<file path="config.mk">
export PLATFORM = sky130hd
export DESIGN_NAME = truth_table_sweeper
export DESIGN_NICKNAME = d
export VERILOG_FILES = /design/src/rtl/truth_table_sweeper.sv
export SDC_FILE = /design/constraint.sdc
export NUM_CORES = 1
export LEC_CHECK = 0
export CORE_MARGIN = 2
export CORE_UTILIZATION = 55
export CTS_BUF_LIST = sky130_fd_sc_hd__clkbuf_8
export DETAILED_ROUTE_END_ITERATION = 6
export PLACE_DENSITY = 0.82
export SLEW_MARGIN = 20
export SYNTH_ARGS = -nofsm -noshare
export SYNTH_HDL_FRONTEND = slang
export SYNTH_SLANG_ARGS = --single-unit
export TNS_END_PERCENT = 30
</file>
<file path="constraint.sdc">
create_clock -name clk_i -period 7.5 [get_ports clk_i]
set_input_delay 1.875 -clock clk_i [delete_from_list [all_inputs] [get_ports clk_i]]
set_output_delay 1.875 -clock clk_i [all_outputs]
set_load 0.005 [all_outputs]
</file>
<file path="src/rtl/truth_table_sweeper.sv">
// Walks every input pattern of a small combinational block, holds each one for SETTLE+1
// cycles, then records the response in a result table and keeps a ones count per output.
module truth_table_sweeper #(
  parameter int N_IN   = 4,
  parameter int N_OUT  = 3,
  parameter int SETTLE = 2
) (
  input  logic                      clk_i,
  input  logic                      rst_i,
  input  logic                      start_i,
  output logic [N_IN-1:0]           drv_o,
  input  logic [N_OUT-1:0]          f_i,
  output logic                      busy_o,
  output logic                      done_o,
  output logic [N_OUT*(N_IN+1)-1:0] ones_o,
  input  logic [N_IN-1:0]           rd_addr_i,
  output logic [N_OUT-1:0]          rd_data_o
);
  localparam int DEPTH = 1 << N_IN;
  localparam int OW    = N_IN + 1;
  localparam int CW    = (SETTLE > 0) ? $clog2(SETTLE + 1) : 1;
  localparam logic [CW-1:0]   SETTLE_C = CW'(SETTLE);
  localparam logic [N_IN-1:0] LAST     = '1;

  typedef enum logic [1:0] {IDLE, DRIVE, DONE} state_t;

  state_t                  state_q, state_d;
  logic [N_IN-1:0]         drv_q, drv_d;
  logic [CW-1:0]           cnt_q, cnt_d;
  logic                    busy_q, busy_d;
  logic                    done_q, done_d;
  logic [N_OUT*OW-1:0]     ones_q, ones_d;
  logic [N_OUT-1:0]        table_q [DEPTH];
  logic [N_OUT-1:0]        rd_data_q;
  logic                    capture;

  // The last cycle of each pattern's settle window is the sampling cycle.
  assign capture = (state_q == DRIVE) && (cnt_q == SETTLE_C);

  always_ff @(posedge clk_i or posedge rst_i) begin
    if (rst_i) state_q <= IDLE;
    else       state_q <= state_d;
  end

  always_comb begin
    state_d = state_q;
    case (state_q)
      IDLE, DONE: if (start_i) state_d = DRIVE;
      DRIVE:      if (capture && drv_q == LAST) state_d = DONE;
      default:    state_d = IDLE;
    endcase
  end

  always_comb begin
    drv_d  = drv_q;
    cnt_d  = cnt_q;
    busy_d = busy_q;
    done_d = done_q;
    ones_d = ones_q;
    case (state_q)
      IDLE, DONE: begin
        if (start_i) begin
          drv_d  = '0;
          cnt_d  = '0;
          ones_d = '0;
          done_d = 1'b0;
          busy_d = 1'b1;
        end
      end
      DRIVE: begin
        if (!capture) begin
          cnt_d = cnt_q + 1'b1;
        end else begin
          for (int k = 0; k < N_OUT; k++)
            ones_d[k*OW +: OW] = ones_q[k*OW +: OW] + OW'(f_i[k]);
          if (drv_q == LAST) begin
            busy_d = 1'b0;
            done_d = 1'b1;
          end else begin
            drv_d = drv_q + 1'b1;
            cnt_d = '0;
          end
        end
      end
      default: ;
    endcase
  end

  always_ff @(posedge clk_i or posedge rst_i) begin
    if (rst_i) begin
      drv_q  <= '0;
      cnt_q  <= '0;
      busy_q <= 1'b0;
      done_q <= 1'b0;
      ones_q <= '0;
    end else begin
      drv_q  <= drv_d;
      cnt_q  <= cnt_d;
      busy_q <= busy_d;
      done_q <= done_d;
      ones_q <= ones_d;
    end
  end

  // Table lives in flops because reset must clear every entry.
  for (genvar gi = 0; gi < DEPTH; gi++) begin : g_entry
    always_ff @(posedge clk_i or posedge rst_i) begin
      if (rst_i)                                    table_q[gi] <= '0;
      else if (capture && drv_q == N_IN'(gi))       table_q[gi] <= f_i;
    end
  end

  always_ff @(posedge clk_i or posedge rst_i) begin
    if (rst_i) rd_data_q <= '0;
    else       rd_data_q <= table_q[rd_addr_i];
  end

  assign drv_o     = drv_q;
  assign busy_o    = busy_q;
  assign done_o    = done_q;
  assign ones_o    = ones_q;
  assign rd_data_o = rd_data_q;
endmodule

</file>
==> results by group <==
Status
  • Outcome: finished with violations
  • Failing checks: design-rule violations

Synthesis
  • Synthesis Warnings: 0
  • Yosys top cell area share: 0.517
  • Mapped Nets: 307
  • Synth top cells by count: 76 x dfrtp_1, 36 x mux2_1, 17 x nand3_1
  • Mapped cell area: 3680 sq um
  • Count of cell types in the netlist: 39
  • Cells after Synth: 287
  • Dominant synthesized flop cell: dfrtp_1
  • Syn Area/Cell: 12.8 sq um
  • Synth top area cells: dfrtp_1 52%, mux2_1 11%, mux4_2 7.3%, mux2_2 4.0%, ha_1 3.4%
  • Sequential area share after synthesis: 0.517
  • Most frequent cell after synthesis: dfrtp_1
  • Share of flip-flops with an asynchronous set or reset: 1.00
  • Number of synthesized flops with an enable pin: 0
  • Synth Register Bits: 76
  • Cell taking the most area after synthesis: dfrtp_1

Clocking
  • Clock Tree Buf Depth: 2
  • Clk slew on worst S/H paths: 0.08 ns
  • Postcts setup bufs: 0
  • Post-CTS sizing: 0
  • CTS Sinks: 76
  • H-tree depth: 3
  • Hold Buf Count CTS: 0
  • CTS tree: yes
  • Worst skew pair latency: 0.35 ns
  • Clk root buf: clkbuf_8
  • Number of buffers created by CTS: 9

Global routing
  • GRT Total Usage: 0.222
  • Largest net degree at the start of global routing: 77
  • Global-route wire length before repair: 12,400 microns
  • Initial antenna violation count: 0
  • Vias in the first global route: 2,443
  • Remaining global-route overflow: 0

Setup path
  • Max incr delay on CP: 0.88 ns
  • WP data arrival: 3.95 ns
  • R2R depth: 3
  • Crit. End Element: flip-flop
  • Critical Path RT: 7.77 ns
  • WP depth: 6
  • Critical Path End: ones_o[9]
  • Startpoint Class: primary input
  • Crit. Startpoint: f_i[1]
  • R2R Path End: table_q[0]
  • WS Path Type: in2reg
  • Worst-path cell chain: clkdlybuf4s50_1 > ha_1 > ha_1 > inv_1 > or4_1 > a21oi_1
  • Most used cell along the critical path: ha_1
  • Worst reg2reg setup slack: 5.16 ns
  • Slowest CP cell: clkdlybuf4s50_1
  • Crit-path max FO: 17
  • Worst Path Buf+Inv: 2
  • Worst r2r src: cnt_q[0]
  • CP delay by family, top: buffers and inverters

Pwr
  • Lkg Pwr: 1.76 nW
  • Max VDD drop: 0.238 mV
  • Total power: 1.52 mW
  • Power Dens Cells: 357 nW/um^2

STA
  • Setup TNS: 0 ns
  • Hold Vio Cnt, Final: 0
  • Slew HR: 0.311
  • Tmin final: 3.67 ns
  • RSZ-0062 raised after global routing: no
  • Worst Max-Slew Pin Slew: 1.03 ns
  • Clk_skew: 0.00898 ns
  • Final setup viols: 0
  • Fin. max-slew vios: 0
  • Final period utilization: 0.490
  • Fmax: 272 MHz

Min path
  • Worst Hold Class: reg2reg
  • Hold Path Origin: table_q[28]

Floorplan
  • Die X: 85.8 microns
  • DIE HEIGHT: 85.8 microns
  • Boundary Pins: 34
  • Core area: 6420 sq um
  • Die Area: 7360 sq um
  • Initial core utilization: 0.573
  • # rows: 29

Final layout
  • Layout area overhead: 15.7%
  • Nets: 337
  • Antenna diodes: 0
  • Filler Cell Count: 478
  • Fraction of layout cells with a size suffix above 1: 0.177

Drt
  • Post-Route WL: 7420 microns
  • DRT iter0 DRCs: 167
  • Via count: 2,399
  • Drt first pass iters: 6
  • Post-route DRC violation count: 1
  • DRT antenna net count: 0
  • Vias per Instance: 6.01
  • Routed len/inst: 18.6 microns

Run
  • Max cap viols: 0

Place
  • RePlAce Congestion: 0.804
  • HPWL Detailed: 5080 microns
  • IO buf count: 33
stage by stage:
step	util	worst slack, ns	instance area (sq um)	hold WS, ns	instances
floorplan	-	3.69	3680	0.459	287
global placement	0.629	3.55	4040	0.469	383
detailed placement	0.629	3.49	4040	0.474	383
CTS	0.663	3.86	4260	0.492	399
global route	0.663	3.72	4260	0.508	399
finish	0.663	3.83	4260	0.491	399
state kept, by name (all words and copies together), names as in the netlist:
name / count
table_q: 48
ones_o: 15
drv_o: 4
rd_data_o: 3
cnt_q: 2
state_q: 2
busy_o: 1
done_o: 1
cells in the final DEF, fill, tap and decap left out, types with 2 or more instances in the layout:
cell             count
nor2_1               5
and2_1               2
mux2_2              13
nand3_1             17
bufinv_16            2
a21oi_1             12
nand3_2             11
nand2_1             12
nand4_1              4
nand2b_1             2
dfrtp_1             76
or4_1                2
or3_1                5
o31ai_1              3
a31o_2               2
clkbuf_8             9
o21ai_0             11
mux2_1              36
clkinvlp_4           2
a21o_1               3
a22oi_1              4
mux4_2              12
clkdlybuf4s50_1     33
ha_1                10
o22ai_1              2
inv_1               10
nor2b_1              6
and3_1               2
logic make-up after synthesis:
kind of cell / after synthesis / synth area share
DFF: 76 / 0.517
and+or+nand+nor: 72 / 0.122
muxes: 62 / 0.226
AOI/OAI and AO/OA: 42 / 0.0714
buffers and inverters: 25 / 0.0299
adders and majority gates: 10 / 0.0340
where the power goes:
part	switching [mW]	total (mW)	leakage, nW	internal, mW
sequential	0.118	0.684	0.922	0.566
clock	0.148	0.334	0.107	0.186
combinational	0.238	0.502	0.730	0.264
layout make-up:
class | count | area (sq um) | area share
sequential | 76 | 1900 | 0.447
multi-input combinational | 186 | 1670 | 0.392
timing repair buffer | 34 | 338 | 0.0793
clock buffer | 9 | 124 | 0.0291
tap | 77 | 96.3 | 0.0226
clock inverter | 7 | 92.6 | 0.0217
inverter | 10 | 37.5 | 0.00881
routing by layer:
metal / track usage / share of wire / wire length [microns]
met5: 0 / 0 / 0
met4: 0.0707 / 0.014 / 102
met3: 0.0577 / 0.041 / 301
met2: 0.364 / 0.51 / 3750
met1: 0.291 / 0.44 / 3260
worst min-delay path by stage:
stage / endpoint / slack (ns) / cells past startpoint
3_5_place_dp: busy_o / 0.47 / 1
6_report: table_q[28] / 0.49 / 1
2_1_floorplan: table_q[3] / 0.46 / 1
5_1_grt: busy_o / 0.51 / 1
4_1_cts: table_q[28] / 0.49 / 1
3_3_place_gp: busy_o / 0.47 / 1
Power figures use the tool's default switching activity.
